[src/rtl/fifo_threshold.sv]
// fifo_threshold: single-clock FIFO with programmable almost-empty / almost-full status.
// Define FIFO_ERR_STICKY_EN to hold error high from the first overflow/underflow until reset.
module fifo_threshold #(
  parameter int unsigned FIFO_DEPTH     = 8,
  parameter int unsigned FIFO_WORD_SIZE = 10,
  parameter int unsigned FIFO_PTR_SIZE  = $clog2(FIFO_DEPTH)
) (
  input  logic                      clk,
  input  logic                      reset,
  input  logic                      push,
  input  logic [FIFO_WORD_SIZE-1:0] data_in,
  input  logic                      pop,
  input  logic [FIFO_PTR_SIZE-1:0]  almost_empty_threshold,
  input  logic [FIFO_PTR_SIZE-1:0]  almost_full_threshold,
  output logic [FIFO_WORD_SIZE-1:0] data_out,
  output logic                      valid_out,
  output logic [FIFO_PTR_SIZE:0]    count,
  output logic                      fifo_empty,
  output logic                      fifo_full,
  output logic                      almost_empty,
  output logic                      almost_full,
  output logic                      error
);

  localparam logic [FIFO_PTR_SIZE:0]   DepthCnt = (FIFO_PTR_SIZE+1)'(FIFO_DEPTH);
  localparam logic [FIFO_PTR_SIZE:0]   CntOne   = (FIFO_PTR_SIZE+1)'(1);
  localparam logic [FIFO_PTR_SIZE-1:0] PtrOne   = FIFO_PTR_SIZE'(1);

  logic [FIFO_WORD_SIZE-1:0] mem [FIFO_DEPTH];

  logic [FIFO_PTR_SIZE-1:0]  wr_ptr_q, wr_ptr_d;
  logic [FIFO_PTR_SIZE-1:0]  rd_ptr_q, rd_ptr_d;
  logic [FIFO_PTR_SIZE:0]    count_q, count_d;
  logic [FIFO_WORD_SIZE-1:0] data_out_q, data_out_d;
  logic                      valid_q, valid_d;
  logic                      error_q, error_d;

  logic push_ok, pop_ok, reject;

  // Status is purely combinational on registered count and the live thresholds.
  assign fifo_empty   = (count_q == '0);
  assign fifo_full    = (count_q == DepthCnt);
  assign almost_empty = (count_q <= {1'b0, almost_empty_threshold});
  assign almost_full  = ((DepthCnt - count_q) <= {1'b0, almost_full_threshold});

  // A push into a full FIFO still lands when a pop frees the slot in the same edge.
  assign pop_ok  = pop && !fifo_empty;
  assign push_ok = push && (!fifo_full || pop_ok);
  assign reject  = (push && !push_ok) || (pop && !pop_ok);

  always_comb begin
    wr_ptr_d   = wr_ptr_q;
    rd_ptr_d   = rd_ptr_q;
    count_d    = count_q;
    data_out_d = data_out_q;
    valid_d    = 1'b0;

    if (push_ok) begin
      wr_ptr_d = wr_ptr_q + PtrOne;
    end
    if (pop_ok) begin
      rd_ptr_d   = rd_ptr_q + PtrOne;
      data_out_d = mem[rd_ptr_q];
      valid_d    = 1'b1;
    end

    case ({push_ok, pop_ok})
      2'b10:   count_d = count_q + CntOne;
      2'b01:   count_d = count_q - CntOne;
      default: count_d = count_q;
    endcase

`ifdef FIFO_ERR_STICKY_EN
    error_d = error_q || reject;
`else
    error_d = reject;
`endif
  end

  always_ff @(posedge clk) begin
    if (reset) begin
      wr_ptr_q   <= '0;
      rd_ptr_q   <= '0;
      count_q    <= '0;
      data_out_q <= '0;
      valid_q    <= 1'b0;
      error_q    <= 1'b0;
    end else begin
      wr_ptr_q   <= wr_ptr_d;
      rd_ptr_q   <= rd_ptr_d;
      count_q    <= count_d;
      data_out_q <= data_out_d;
      valid_q    <= valid_d;
      error_q    <= error_d;
    end
  end

  // Storage is not reset; pointers and count define what is valid.
  always_ff @(posedge clk) begin
    if (!reset && push_ok) begin
      mem[wr_ptr_q] <= data_in;
    end
  end

  assign data_out  = data_out_q;
  assign valid_out = valid_q;
  assign count     = count_q;
  assign error     = error_q;

endmodule
[config.mk]
export PLATFORM = sky130hd
export DESIGN_NAME = fifo_threshold
export DESIGN_NICKNAME = d
export VERILOG_FILES = /design/src/rtl/fifo_threshold.sv
export SDC_FILE = /design/constraint.sdc
export NUM_CORES = 1
export LEC_CHECK = 0
export CORE_ASPECT_RATIO = 0.7
export CORE_MARGIN = 8
export CORE_UTILIZATION = 50
export CTS_CLUSTER_DIAMETER = 120
export CTS_CLUSTER_SIZE = 40
export DETAILED_ROUTE_END_ITERATION = 10
export PLACE_DENSITY = 0.75
export SYNTH_ARGS = -nofsm -noshare
export SYNTH_HDL_FRONTEND = slang
export SYNTH_SLANG_ARGS = --single-unit
export TNS_END_PERCENT = 1
[constraint.sdc]
create_clock -name clk -period 2.9 [get_ports clk]
set_input_delay 0.29 -clock clk [delete_from_list [all_inputs] [get_ports clk]]
set_output_delay 0.29 -clock clk [all_outputs]
set_load 0.03 [all_outputs]
==> flow_metrics.tcl <==
set metrics [dict create \
    status "completed" \
    drive_gt1_share_pct 17.2 \
    gr-usage-all-layers_pct 15.4 \
    critPathSlowestCell "or4_2" \
    pre_cts_ws_ps 17.0 \
    syn-num-nets 298 \
    first_pass_iters 4 \
    synth_warnings 0 \
    vias_per_cell 5.57 \
    p_sw_share_pct 30.3 \
    finClkSkew_ps 8.72 \
    crit_family "simple AND/OR/NAND/NOR gates" \
    coreArea_um2 8300 \
    holdCritPathClass "flip-flop to flip-flop" \
    gp_congestion 0.765 \
    internal-power_w 0.00294 \
    drv_slew 0 \
    critPathBufInv 1 \
    syn_inst 265 \
    grt-ovfl-total 0 \
    seq_area_frac_synth_pct 67.6 \
    regArea_um2 2850 \
    seqPwrFrac_pct 42.7 \
    wl_per_cell_um 20.0 \
    cts_buffer_depth 2 \
    clk_latency_ps 350 \
    root_buffer "clkbuf_16" \
    insertedDiodeCount 0 \
    cts.htree.levels 3 \
    maxCapViolCount 0 \
    postSynthAreaPerCell_um2 15.9 \
    synth-edff-count 80 \
    io_pins 40 \
    clockPowerShare_pct 26.9 \
    fin_util_pct 61.5 \
    antenna_found_initial 0 \
    grt_pass1_wl_mm 13.5 \
    cp.required_ps 3180 \
    multi_input_area_um2 1270 \
    postRouteAntennaNets 0 \
    slowest_delay_ps 550 \
    port_buffers 39 \
    cts_tree "done" \
    pwr-share-comb_pct 30.4 \
    hold_viol_final 0 \
    min_period_ps 2800 \
    crit_type "flip-flop to flip-flop" \
    cp_cell_sequence "inv_2 > ha_2 > or3b_4 > and2_4 > ha_1 > ha_4 > nand3_1 > and3_1 > or4_2 > a21oi_1" \
    dp_hpwl_mm 5.78 \
    timing.final.ws_setup_ps 97.9 \
    drcViolationCount 0 \
    syn_to_final_growth_pct 21.3 \
    cts_num_sinks 102 \
    numCtsBuffers 9 \
    timing.fmax_mhz 357 \
    power_switching_w 0.00128 \
    grt_max_degree 23 \
    synth-seq-cells 102 \
    die_area_um2 11700 \
    cp.arrival_ps 3080 \
    initial_core_util_pct 50.7 \
    fin_crit_sh_pct 96.6 \
    yosysUniqueCellTypes 37 \
    tightest_slew_ps 748 \
    final_nets 354 \
    rows 28 \
    clk_pin_slew_ps 70 \
    die_x_um 126 \
    ys.flop_type "edfxtp_1" \
    synthArstFlopShare_pct 0 \
    ir_drop_mv 0.430 \
    mostFrequentLayoutCells "edfxtp_1, clkdlybuf4s50_1, mux2i_1, dfxtp_1, buf_4" \
    setup_violations 0 \
    drtIter0Drc 274 \
    max_slew_margin_pct 50.1 \
    power_w 0.00422 \
    grt_pass1_vias 2464 \
    syn_area_um2 4210 \
    power_leakage_nw 1.75 \
    crit_fanout 5 \
    drt_wl_total_mm 8.63 \
    fill_cells 611 \
    end_kind "flip-flop" \
    num_vias 2400 \
    grt_setup_unrepaired "false" \
    powerDensity_nw_per_um2 828 \
    die_height_um 92.7 \
    mostFrequentLayoutCell "edfxtp_1" \
    fin_tns_setup_ps 0 \
    critPathLaunchType "flip-flop" \
]
## synth_stat cells (2+ instances only)
library cell	number	area share, %
dfxtp_1	22	10
nand2_1	2	0.18
mux2i_1	22	5.2
nor2_1	18	1.6
nand2b_1	12	1.8
xnor2_1	2	0.42
edfxtp_1	80	57
ha_1	12	3.6
nor2b_1	3	0.45
buf_1	2	0.18
inv_1	9	0.80
a32o_1	10	2.4
xor2_1	6	1.2
a22oi_1	10	1.8
nand3b_1	2	0.36
nand3_1	4	0.48
buf_6	4	1.1
clkbuf_1	3	0.27
nor3_1	4	0.48
o21ai_0	2	0.24
mux4_2	10	5.4
a21oi_1	8	0.95
buf_2	3	0.36
o211ai_1	2	0.36
## timing repair
item                       CTS  global route
gates resized for setup      0             4
buffers inserted             0             0
setup endpoints to repair    0             2
hold buffers                 0             0
## metal layers
metal | vias up | GRT usage (%) | wire (um)
met5 | - | 0 | 0
met3 | 8 | 5.22 | 571
met1 | 1208 | 19.0 | 3700
met2 | 55 | 25.4 | 4280
li1 | 1129 | - | -
met4 | 0 | 4.44 | 65
## cell type report
type / count / share of cell area [%]
multi-input cells: 141 / 25.0
repair buffers: 58 / 10.5
inverters: 9 / 0.662
clock inverters: 7 / 1.08
clock buffers: 9 / 4.41
flip-flops and latches: 102 / 55.8
well taps: 105 / 2.57
## final timing paths
kind                                  from                       end  slack (ps)  depth (start not counted)
setup reg to reg     count[0]$_SDFFE_PP0P_     count[3]$_SDFFE_PP0P_         100                         10
hold reg to reg   data_out[6]$_SDFFE_PP0P_  data_out[6]$_SDFFE_PP0P_         480                          1
hold / removal    data_out[6]$_SDFFE_PP0P_  data_out[6]$_SDFFE_PP0P_         480                          1
setup / recovery     count[0]$_SDFFE_PP0P_     count[3]$_SDFFE_PP0P_         100                         10
## state kept, by name, summed over array words and instances, names as in the netlist
name / count
count: 4
error: 1
valid_out: 1
wr_ptr_q: 3
rd_ptr_q: 3
data_out: 10
mem: 80
## per-stage QoR
stage          std cells  hold slack [ps]  cell area, um2
2_1_floorplan        265              389            4210
3_3_place_gp         415              450            4800
3_5_place_dp         415              461            4800
4_1_cts              431              479            5080
5_1_grt              431              490            5100
6_report             431              479            5100
## cells by family (layout without fill, tap and decap cells)
family | after synthesis | count (layout) | share of synthesized area [%]
DFF | 102 | 102 | 67.6
and+or+nand+nor | 54 | 54 | 7.17
AOI/OAI and AO/OA | 34 | 34 | 6.10
muxes | 32 | 32 | 10.6
buffers and inverters | 22 | 83 | 2.86
adders and majority gates | 13 | 13 | 4.05
xor gates and xnor gates | 8 | 8 | 1.67
## power by group through the flow
stage               Combinational [W]  Sequential (W)  Clock (W)
finish                        0.00128         0.00180    0.00114
global route                  0.00138         0.00182    0.00121
CTS                           0.00127         0.00181    0.00116
detailed placement            0.00127         0.00184          0
global placement              0.00124         0.00183          0
floorplan                    0.000714         0.00193          0
## worst register-to-register path, stage by stage, from the launching register on
cell and delay (ps):
dfxtp_2 350, inv_2 70, ha_2 200, or3b_4 390, and2_4 200, ha_1 250
ha_4 310, nand3_1 90, and3_1 190, or4_2 550, a21oi_1 160
(Power assumes the default switching activity.)
